===== src/rtl/data_memory_pkg.sv =====
// Shared load/store size encodings and the byte-enable type for the data memory.
package data_memory_pkg;

  localparam logic [2:0] F3_B  = 3'b000;
  localparam logic [2:0] F3_H  = 3'b001;
  localparam logic [2:0] F3_W  = 3'b010;
  localparam logic [2:0] F3_BU = 3'b100;
  localparam logic [2:0] F3_HU = 3'b101;

  typedef logic [3:0] byte_en_t;

endpackage


===== src/rtl/dmem_load_ext.sv =====
// Load path: picks the byte/halfword lane out of a stored word and sign- or zero-extends it.
module dmem_load_ext
  import data_memory_pkg::*;
(
  input  logic [31:0] i_word,
  input  logic [1:0]  i_offset,
  input  logic [2:0]  i_funct3,
  output logic [31:0] o_result
);

  logic [7:0]  w_byte;
  logic [15:0] w_half;

  assign w_byte = i_word[{i_offset, 3'b000} +: 8];
  assign w_half = i_offset[1] ? i_word[31:16] : i_word[15:0];

  // Extend the selected lane according to the access size and signedness
  always_comb begin
    o_result = i_word;
    case (i_funct3)
      F3_B:    o_result = {{24{w_byte[7]}}, w_byte};
      F3_BU:   o_result = {24'h000000, w_byte};
      F3_H:    o_result = {{16{w_half[15]}}, w_half};
      F3_HU:   o_result = {16'h0000, w_half};
      default: o_result = i_word;
    endcase
  end

endmodule


===== src/rtl/data_memory.sv =====
// Byte-addressable little-endian data memory: combinational loads, synchronous stores.
// Optional macro DMEM_MISALIGN_CHECK_EN adds the misaligned output and suppresses misaligned accesses.
module data_memory
  import data_memory_pkg::*;
#(
  parameter int DEPTH_WORDS = 64,
  parameter int ADDR_WIDTH  = 32
) (
  input  logic                  clk,
  input  logic                  rst,
  input  logic [ADDR_WIDTH-1:0] address,
  input  logic [31:0]           writeData,
  input  logic                  writeEnable,
  input  logic [2:0]            funct3,
  output logic [31:0]           readData
`ifdef DMEM_MISALIGN_CHECK_EN
  ,
  output logic                  misaligned
`endif
);

  localparam int IDX_W = $clog2(DEPTH_WORDS);

  logic [31:0]      r_mem [DEPTH_WORDS];
  logic [IDX_W-1:0] w_idx;
  logic [1:0]       w_off;
  byte_en_t         w_be;
  logic [31:0]      w_wdata;
  logic [31:0]      w_ext;
  logic             w_mis;
  logic             w_unused;

  // Upper address bits alias onto the array
  assign w_idx    = address[IDX_W+1:2];
  assign w_off    = address[1:0];
  assign w_unused = ^address[ADDR_WIDTH-1:IDX_W+2];

`ifdef DMEM_MISALIGN_CHECK_EN
  // Detect halfword/word accesses that are not naturally aligned
  always_comb begin
    w_mis = 1'b0;
    if (((funct3 == F3_H) || (funct3 == F3_HU)) && w_off[0]) begin
      w_mis = 1'b1;
    end else if ((funct3 == F3_W) && (w_off != 2'b00)) begin
      w_mis = 1'b1;
    end else begin
      w_mis = 1'b0;
    end
  end
  assign misaligned = w_mis;
`else
  assign w_mis = 1'b0;
`endif

  // Byte enables and lane-replicated store data; unknown store sizes act as sw
  always_comb begin
    w_be    = 4'b1111;
    w_wdata = writeData;
    case (funct3)
      F3_B: begin
        w_be    = 4'b0001 << w_off;
        w_wdata = {4{writeData[7:0]}};
      end
      F3_H: begin
        w_be    = w_off[1] ? 4'b1100 : 4'b0011;
        w_wdata = {2{writeData[15:0]}};
      end
      default: begin
        w_be    = 4'b1111;
        w_wdata = writeData;
      end
    endcase
  end

  // Storage array: async clear, lane-masked synchronous writes
  always_ff @(posedge clk or negedge rst) begin
    if (!rst) begin
      for (int i = 0; i < DEPTH_WORDS; i++) begin
        r_mem[i] <= 32'h00000000;
      end
    end else if (writeEnable && !w_mis) begin
      for (int l = 0; l < 4; l++) begin
        if (w_be[l]) begin
          r_mem[w_idx][8*l +: 8] <= w_wdata[8*l +: 8];
        end
      end
    end
  end

  dmem_load_ext u_load_ext (
    .i_word   (r_mem[w_idx]),
    .i_offset (w_off),
    .i_funct3 (funct3),
    .o_result (w_ext)
  );

  assign readData = (!rst || w_mis) ? 32'h00000000 : w_ext;

endmodule


===== config.mk =====
export PLATFORM = sky130hd
export DESIGN_NAME = data_memory
export DESIGN_NICKNAME = d
export VERILOG_FILES = /design/src/rtl/data_memory_pkg.sv /design/src/rtl/dmem_load_ext.sv /design/src/rtl/data_memory.sv
export SDC_FILE = /design/constraint.sdc
export NUM_CORES = 2
export LEC_CHECK = 0
export ABC_AREA = 1
export CORE_MARGIN = 2
export CORE_UTILIZATION = 50
export CTS_BUF_LIST = sky130_fd_sc_hd__clkbuf_8
export DETAILED_ROUTE_END_ITERATION = 8
export PLACE_DENSITY = 0.7
export SKIP_CTS_REPAIR_TIMING = 1
export SYNTH_ARGS = -nofsm -noshare
export SYNTH_HDL_FRONTEND = slang
export SYNTH_SLANG_ARGS = --single-unit

===== constraint.sdc =====
create_clock -name clk -period 3 [get_ports clk]
set_input_delay 0.6 -clock clk [delete_from_list [all_inputs] [get_ports clk]]
set_output_delay 0.6 -clock clk [all_outputs]
set_load 0.02 [all_outputs]

==> results.ini <==
[power]
power_density_nw_per_um2 = 600
ir_worst_vdd_mv = 0.503
p_leak_nw = 54.4

[timing]
max_freq_ghz = 0.239
tns_ns = -30.61
setup_viol = 69
finalClockSkew_ns = 0
tightest_slew_ns = 1.16
hold_viol_final = 0
drv_slew = 0
fin_ws_ns = -1.18
max_slew_margin_pct = 22.6
holdWs_ns = 0.0381
rsz0062_at_grt = yes
finalCriticalPeriod_ns = 4.18
fin_crit_sh_pct = 139

[floorplan]
die_area_um2 = 185000
die_h_um = 430
die_x_um = 430
pin_count = 102
fp.coreArea_um2 = 181000
rows = 156
start_util_pct = 50.2

[logic_synthesis]
synth-main-ff-cell = dfrtp_1
async_reset_ff_share_pct = 100
syn_nets = 11100
synth_most_common_cell = nand2_1
synthTopCellsByArea = dfrtp_1 (56%), nand2_1 (19%), o21ai_0 (12%), clkbuf_1 (1.7%), buf_2 (1.5%)
synth_seq_cells = 2048
synth_cell_type_count = 45
syn_inst = 11000
synthTopCellsByCount = nand2_1 (4527), o21ai_0 (2162), dfrtp_1 (2048)
syn_area_per_cell_um2 = 8.25
yosysSeqAreaShare_pct = 56.5
synth-edff-count = 0
yosysTopAreaCell = dfrtp_1
ys_warn_count = 0
syn-cell-area_um2 = 90700
yosysTopAreaCellShare_pct = 56.5

[layout]
area_delta_synth_final_pct = 24.8
largest_reg_flops = 2048
fin_nets = 11900
drive_gt1_share_pct = 16.8
largest_register = r_mem
top_regs = r_mem x2048

[status]
outcome = finished, violations left
violations = negative setup slack

[cts]
cts_made_buffers = 355
cts.sinks = 2048
insertion_delay_ns = 1.08
cts_max_level = 5
cts_tree = yes
cts_buffer_depth = 4
root_buffer = clkbuf_8
clkTransAtPathRegs_ns = 0.06

[drt]
drcViolationCount = 0
postRouteAntennaNets = 0
routedWlPerCell_um = 23.9
routed_wl_um = 345000
viasPerCell = 5.93
vias = 85500
firstDrtPassIters = 8
drt_iter0_drc = 12500

[worst_setup_path]
crit_required_ns = 2.40
crit_fanout = 2
crit_top_cell = nand2_1
regToRegSetupSlack_ns = 2.10
crit_type = reg -> out
cpMaxStageDelayCell = o211ai_1
path_cells = nand2_1, a21oi_1, o21a_1, o21ai_0, buf_4, nand2_1, nor2_1, nand3_2, o211ai_1, nand3_1, nand2_1, inv_1, buf_6
crit_path_end_kind = primary output
worstPathArrival_ns = 3.58
path_delay_family = compound AO/OA/AOI/OAI gates
start_kind = flip-flop
cp_num_buf_inv = 3
cpPeakStageDelay_ns = 0.43

[global_route]
antenna_found_initial = 8
grt_pass1_wl_um = 504000
grt_max_degree = 186
grt_usage_pct = 35.9
first_global_vias = 80700
overflow = 0

[flow_run]
maxCapViolCount = 0

[place]
place_hpwl_um = 227000
port_buffers = 77
gp_congestion = 1.02

[min_path]
hp-class = in -> async

power by group:
| part | internal (mW) | total [mW] | switching, mW |
|---|---|---|---|
| clock network | 13.7 | 25.2 | 11.5 |
| registers | 31.2 | 33.2 | 2.00 |
| logic | 3.70 | 9.62 | 5.92 |
path summary, 6_finish.rpt:
path,cells past startpoint,end,startpoint
worst max-delay path,13,readData[11],r_mem[1947]$_DFFE_PN0P_
worst min-delay path,3,r_mem[167]$_DFFE_PN0P_,rst
min in group clk,3,r_mem[466]$_DFFE_PN0P_,writeData[18]
worst max register to register,4,r_mem[265]$_DFFE_PN0P_,r_mem[265]$_DFFE_PN0P_
worst min register to register,2,r_mem[1527]$_DFFE_PN0P_,r_mem[1527]$_DFFE_PN0P_
max in group asynchronous,6,r_mem[1896]$_DFFE_PN0P_,rst
worst min-delay path, cell delays in order:
cell and delay (ns):
buf_16 0.16, buf_12 0.17, buf_4 0.62
area by class of cell:
cell class                 instances  area [um^2]
inverter                         266         1030
tap                             2370         2970
antenna                            9         22.5
multi-input combinational       7908        36500
clock buffer                     444         6110
sequential                      2048        51200
clock inverter                   147          762
timing repair buffer            1235        14600
fill                           15000        67300
cells by family (layout without fill, tap and decap cells):
group / count (synthesis) / in the layout / synth area share, %
flops: 2048 / 2048 / 56.5
buf+inv: 1043 / 2092 / 4.98
simple gates: 5150 / 5150 / 22.2
compound gates: 2758 / 2758 / 16.3
other cells: 0 / 9 / 0
routing by layer:
metal	part of all wire, %	global-route usage (%)	vias to the layer above	routed length, um
met5	0.015	0	-	51
li1	-	-	37600	-
met2	44	53.9	5308	152000
met3	11	8.76	1078	38600
met4	6.9	22.3	6	23700
met1	38	47.2	41500	131000
metrics by stage:
step | cells | cell area (um^2) | setup slack (ns) | util [%] | power (mW)
finish | 14400 | 113000 | -1.18 | 62.7 | 68.0
global route | 14400 | 113000 | -1.23 | 62.7 | 70.7
CTS | 14300 | 111000 | -1.99 | 61.3 | 67.4
detailed placement | 13700 | 104000 | -1.93 | 57.5 | 42.4
global placement | 13700 | 104000 | -1.91 | 57.5 | 42.0
floorplan | 11000 | 90700 | -0.0356 | - | 37.9
cells in the final DEF, fill, tap and decap left out, types with 61 or more instances in the layout:
master,count
a21oi_1,139
nand2_1,4440
nand3_1,115
a221oi_1,61
nand2_2,69
o21ai_0,2106
dfrtp_1,2048
buf_4,742
a22oi_1,129
clkbuf_8,444
nor2_1,200
o21ai_1,129
buf_12,360
nand4_1,121
inv_1,338
(Power assumes the default switching activity.)
